===== config.mk =====
export PLATFORM = sky130hd
export DESIGN_NAME = fp_norm_sequencer
export DESIGN_NICKNAME = d
export VERILOG_FILES = /design/src/rtl/fp_norm_sequencer.sv
export SDC_FILE = /design/constraint.sdc
export NUM_CORES = 1
export LEC_CHECK = 0
export CORE_MARGIN = 5
export CORE_UTILIZATION = 57
export CTS_CLUSTER_SIZE = 16
export DETAILED_ROUTE_END_ITERATION = 10
export HOLD_SLACK_MARGIN = 0.03
export PLACE_DENSITY = 0.88
export SYNTH_ARGS = -nofsm -noshare
export SYNTH_HDL_FRONTEND = slang
export SYNTH_SLANG_ARGS = --single-unit

===== constraint.sdc =====
create_clock -name clk -period 5 [get_ports clk]
set_clock_uncertainty 0.1 [all_clocks]
set_input_delay 1.25 -clock clk [delete_from_list [all_inputs] [get_ports clk]]
set_output_delay 1.25 -clock clk [all_outputs]
set_load 0.05 [all_outputs]

===== src/rtl/fp_norm_sequencer.sv =====
// fp_norm_sequencer: multi-cycle post-add/sub normalizer for the single-precision FPU.
// Takes a raw 25-bit sum mantissa with sign and biased exponent and counts its leading zeros.
// It then left-shifts in SHIFT_STEP-bit chunks, or right-shifts by one bit, and clamps the
// result to the zero, denormal or infinity encoding before it goes to the rounding stage.
// Ports:
//   clk, rst                 clock, synchronous active-high reset
//   in_valid / in_ready      operand handshake (ready only while idle)
//   in_sign, in_exp, in_mant sign, biased exponent, raw mantissa (bit24 carry, bit23 hidden)
//   out_valid / out_ready    result handshake; all out_* hold while valid && !ready
//   out_sign, out_exp        sign passthrough, normalized biased exponent
//   out_mant                 normalized mantissa including hidden bit [23]
//   out_guard                bit dropped by the 1-bit right shift
//   out_zero, out_underflow, out_overflow  mutually exclusive result class flags
module fp_norm_sequencer #(
  parameter int unsigned SHIFT_STEP = 8
) (
  input  logic        clk,
  input  logic        rst,
  input  logic        in_valid,
  output logic        in_ready,
  input  logic        in_sign,
  input  logic [7:0]  in_exp,
  input  logic [24:0] in_mant,
  output logic        out_valid,
  input  logic        out_ready,
  output logic        out_sign,
  output logic [7:0]  out_exp,
  output logic [23:0] out_mant,
  output logic        out_guard,
  output logic        out_zero,
  output logic        out_underflow,
  output logic        out_overflow
);

  localparam int unsigned EXP_W  = 9;
  localparam int unsigned MANT_W = 25;
  localparam int unsigned REM_W  = 5;
  localparam logic [REM_W-1:0] STEP_R = REM_W'(SHIFT_STEP);

  typedef enum logic [1:0] {
    S_IDLE,
    S_ANALYZE,
    S_SHIFT,
    S_DONE
  } state_t;

  state_t              r_state,    w_state_nxt;
  logic                r_sign,     w_sign_nxt;
  logic [EXP_W-1:0]    r_exp,      w_exp_nxt;
  logic [MANT_W-1:0]   r_mant,     w_mant_nxt;
  logic [REM_W-1:0]    r_rem,      w_rem_nxt;
  logic                r_guard,    w_guard_nxt;
  logic                r_zero,     w_zero_nxt;
  logic                r_udf,      w_udf_nxt;
  logic                r_ovf,      w_ovf_nxt;
  logic                r_in_ready, w_in_ready_nxt;
  logic                r_out_valid, w_out_valid_nxt;

  logic [REM_W-1:0]    w_lz;
  logic [REM_W-1:0]    w_step;

  // Leading-zero count of a 25-bit word; 25 when the word is zero.
  function automatic logic [REM_W-1:0] lzc25(input logic [MANT_W-1:0] v);
    lzc25 = REM_W'(MANT_W);
    for (int i = 0; i < int'(MANT_W); i++) begin
      if (v[i]) lzc25 = REM_W'(int'(MANT_W) - 1 - i);
    end
  endfunction

  assign w_lz   = lzc25(r_mant);
  assign w_step = (r_rem > STEP_R) ? STEP_R : r_rem;

  // State and datapath registers.
  always_ff @(posedge clk) begin
    if (rst) begin
      r_state     <= S_IDLE;
      r_sign      <= 1'b0;
      r_exp       <= '0;
      r_mant      <= '0;
      r_rem       <= '0;
      r_guard     <= 1'b0;
      r_zero      <= 1'b0;
      r_udf       <= 1'b0;
      r_ovf       <= 1'b0;
      r_in_ready  <= 1'b1;
      r_out_valid <= 1'b0;
    end else begin
      r_state     <= w_state_nxt;
      r_sign      <= w_sign_nxt;
      r_exp       <= w_exp_nxt;
      r_mant      <= w_mant_nxt;
      r_rem       <= w_rem_nxt;
      r_guard     <= w_guard_nxt;
      r_zero      <= w_zero_nxt;
      r_udf       <= w_udf_nxt;
      r_ovf       <= w_ovf_nxt;
      r_in_ready  <= w_in_ready_nxt;
      r_out_valid <= w_out_valid_nxt;
    end
  end

  // Next-state and datapath update.
  always_comb begin
    w_state_nxt = r_state;
    w_sign_nxt  = r_sign;
    w_exp_nxt   = r_exp;
    w_mant_nxt  = r_mant;
    w_rem_nxt   = r_rem;
    w_guard_nxt = r_guard;
    w_zero_nxt  = r_zero;
    w_udf_nxt   = r_udf;
    w_ovf_nxt   = r_ovf;

    case (r_state)
      S_IDLE: begin
        if (in_valid) begin
          w_sign_nxt  = in_sign;
          // Exponent 0 encodes the same scale as exponent 1.
          w_exp_nxt   = (in_exp == 8'd0) ? EXP_W'(1) : {1'b0, in_exp};
          w_mant_nxt  = in_mant;
          w_rem_nxt   = '0;
          w_guard_nxt = 1'b0;
          w_zero_nxt  = 1'b0;
          w_udf_nxt   = 1'b0;
          w_ovf_nxt   = 1'b0;
          w_state_nxt = S_ANALYZE;
        end
      end

      S_ANALYZE: begin
        w_state_nxt = S_DONE;
        if (w_lz == REM_W'(MANT_W)) begin
          w_exp_nxt  = '0;
          w_mant_nxt = '0;
          w_zero_nxt = 1'b1;
        end else if (w_lz == '0) begin
          // Carry out of the adder: one right shift, remember the dropped bit.
          w_mant_nxt  = r_mant >> 1;
          w_guard_nxt = r_mant[0];
          w_exp_nxt   = r_exp + EXP_W'(1);
          if (r_exp + EXP_W'(1) >= EXP_W'(255)) begin
            w_exp_nxt  = EXP_W'(255);
            w_mant_nxt = '0;
            w_ovf_nxt  = 1'b1;
          end
        end else if (w_lz != REM_W'(1)) begin
          if (EXP_W'(w_lz) > r_exp) begin
            // Not enough exponent range: stop at the denormal scale.
            w_rem_nxt = REM_W'(r_exp - EXP_W'(1));
            w_exp_nxt = '0;
            w_udf_nxt = 1'b1;
          end else begin
            w_rem_nxt = w_lz - REM_W'(1);
            w_exp_nxt = r_exp - EXP_W'(w_lz - REM_W'(1));
          end
          if (w_rem_nxt != '0) w_state_nxt = S_SHIFT;
        end
      end

      S_SHIFT: begin
        w_mant_nxt = r_mant << w_step;
        w_rem_nxt  = r_rem - w_step;
        if (w_rem_nxt == '0) w_state_nxt = S_DONE;
      end

      S_DONE: begin
        if (out_ready) w_state_nxt = S_IDLE;
      end

      default: w_state_nxt = S_IDLE;
    endcase

    // Handshake outputs are registered copies of the next state.
    w_in_ready_nxt  = (w_state_nxt == S_IDLE);
    w_out_valid_nxt = (w_state_nxt == S_DONE);
  end

  assign in_ready      = r_in_ready;
  assign out_valid     = r_out_valid;
  assign out_sign      = r_sign;
  assign out_exp       = r_exp[7:0];
  assign out_mant      = r_mant[23:0];
  assign out_guard     = r_guard;
  assign out_zero      = r_zero;
  assign out_underflow = r_udf;
  assign out_overflow  = r_ovf;

endmodule


==> flow_summary.ini <==
[critical_path]
path_buf_inv = 2
r2r_start = r_mant[0]$_SDFFE_PP0P_
r2r.worst_path.cells = 12
cpLargestDelayFamily = simple AND/OR/NAND/NOR gates
path_cells = nor3b_1, nor3_1, o311ai_0, a221o_1, inv_1, ha_1, and3_1, a211oi_4, or2_1, buf_4, nor3_1, nor4_1
crit_type = flip-flop to flip-flop
r2r-end = r_mant[8]$_SDFFE_PP0P_
critPathMaxStageDelay_ps = 660
endpoint_kind = flip-flop
cp_max_fo = 19
r2r_setup_slack_ps = 770
arrival_ps = 4360
worstPathRequired_ps = 5120
crit_top_cell = nor3_1
worstSetupStartpointType = flip-flop
slowest_stage = or2_1

[drt]
drc = 0
drt-total-wl_um = 16900
ant_nets = 0
wl_per_cell_um = 19.7
drt_iter0_markers = 714
post_drt_via_cell_ratio = 6.78
detail_route.first_pass.iterations = 6
vias = 5810

[die]
die_x_um = 107
initial_core_util = 0.585
die_h_um = 107
core_region_area_mm2 = 0.00924
num_rows = 35
dieArea_mm2 = 0.0115
io_pins = 77

[sta]
max_freq_mhz = 236
fin_setup_tns_ps = 0
finalCritPeriodShare = 0.847
finalSetupViolCount = 0
rsz0062_at_grt = false
setup_ws_ps = 766
hold_ws_ps = 383
drv_slew = 0
report.final.hold_viol_count = 0
tightest_slew_ps = 1120
layout_min_cycle_time_ps = 4230
relSlewSlack = 0.256

[logic_synthesis]
synth_top_area_cell = dfxtp_1
synth_commonest_cells = nor2_1 (86), mux2i_1 (51), nand2_1 (50), a21oi_1 (48), dfxtp_1 (48)
synthCells = 737
syn_area_mm2 = 0.00541
syn_nets = 799
async_flop_share = 0
synthFlopType = dfxtp_1
yosysWarnings = 0
synth.most_common_cell = nor2_1
synth.distinct_cells = 81
synthTopCellsByArea = dfxtp_1 (18%), mux2i_1 (9.4%), nor2_1 (6.0%), ha_1 (5.3%), a21oi_1 (4.4%)
synth_top_cell_area_share = 0.178
avgSynthCellArea_um2 = 7.33
synth-edff-count = 0
ys_seq_area_frac = 0.178
ys_ff_latch = 48

[clocking]
clock_latency_ps = 320
htree_num_levels = 2
clkTransAtPathRegs_ps = 110
clockBufferDepth = 2
cts_resized = 0
cts.sinks = 48
hold_buffers = 0
cts_tree = done
cts_buffers = 5
cts_setup_buffers = 0
cts_root_buf = clkbuf_8

[layout]
seq_area_um2 = 961
diodes = 0
fillers = 801
num-nets-final = 789
layout-drive-gt1-share = 0.0591
multiInputGateArea_mm2 = 0.00380
finalNonFillerCells = 857
syn2layout_area_growth_pct = 9.47

[outcome]
status = finished, final reports clean

[worst_hold_path]
hold_end = out_sign$_SDFFE_PP0P_
hold_path_class = flip-flop to flip-flop
worstHoldStart = out_sign$_SDFFE_PP0P_
min_path_cells = 2

[place]
gp_congestion = 0.959
dp_hpwl_um = 12300
io_buffers = 76
placedCellCount = 849
preCtsSetupSlack_ps = 892

[grt]
overflow = 0
antenna_found_initial = 0
grt_first_pass_wirelength_um = 27000
grt_pass1_vias = 5317
globalRouteTotalUtil = 0.284
grt_max_degree = 34

[run]
drv_cap = 0
layer usage:
layer | part of all wire | global-route usage | vias up
li1 | - | - | 2674
met1 | 0.42 | 0.389 | 2733
met2 | 0.45 | 0.443 | 349
met3 | 0.10 | 0.0636 | 54
met4 | 0.024 | 0.0938 | 0
met5 | 0 | 0 | -
worst max-delay path by stage:
stage,start,to,slack (ps),cells past startpoint
2_1_floorplan,r_mant[9]$_SDFFE_PP0P_,r_exp[8]$_SDFFE_PP0P_,1380,16
3_3_place_gp,r_mant[0]$_SDFFE_PP0P_,r_mant[1]$_SDFFE_PP0P_,1060,12
3_5_place_dp,r_mant[0]$_SDFFE_PP0P_,r_mant[9]$_SDFFE_PP0P_,890,12
4_1_cts,r_mant[0]$_SDFFE_PP0P_,r_mant[9]$_SDFFE_PP0P_,870,12
5_1_grt,r_mant[0]$_SDFFE_PP0P_,r_mant[10]$_SDFFE_PP0P_,460,12
6_report,r_mant[0]$_SDFFE_PP0P_,r_mant[8]$_SDFFE_PP0P_,770,12
sequential cells by signal, indices dropped and copies added, names as in the netlist:
signal / count
out_sign: 1
r_rem: 5
in_ready: 1
out_guard: 1
out_overflow: 1
r_exp: 9
out_zero: 1
out_underflow: 1
r_mant: 25
r_state: 2
out_valid: 1
stage by stage:
stage                     utilization  area [um2]
after global routing            0.640        5920
after detailed placement        0.630        5820
final                           0.640        5920
after global placement          0.630        5820
after floorplan                     -        5410
after CTS                       0.640        5920
cells in the final DEF (no fill, tap or decap), drive strengths merged, types with 4 or more instances in the layout:
cell type / count
or4: 6
nor3: 36
buf: 8
mux2i: 51
nor2b: 6
xnor2: 10
or3: 4
nand3: 17
o32ai: 6
inv: 24
and3: 5
nor4: 33
a211oi: 7
clkbuf: 6
a21oi: 48
o211ai: 6
a221oi: 21
o31ai: 10
nand2: 51
a31oi: 21
o21ai: 34
dfxtp: 48
clkdlybuf4s50: 75
nor2: 86
and2: 6
nor3b: 7
ha: 23
nand2b: 9
kinds of logic after synthesis:
logic type | share of synthesized area
AOI/OAI and AO/OA | 0.259
muxes | 0.0986
buffers and inverters | 0.119
adders and majority gates | 0.0569
DFF | 0.178
and+or+nand+nor | 0.269
xor gates and xnor gates | 0.0194
other | 0.000694
final cells by class:
class,instances,share of cell area
clock buffers,6,0.0140
clock inverters,2,0.00233
inverters,23,0.0146
multi-input cells,566,0.643
flip-flops and latches,48,0.162
well taps,129,0.0273
repair buffers,83,0.137
worst reg2reg max path: cells and delay by family (launching register included):
kind	cells	cell delay, ps
and+or+nand+nor	6	1550
AOI/OAI and AO/OA	3	1190
DFF	1	570
buffers and inverters	2	460
adders and majority gates	1	270
Power is not shown: default switching activity piles up to over one toggle a cycle in this logic, so the estimate is an artifact.
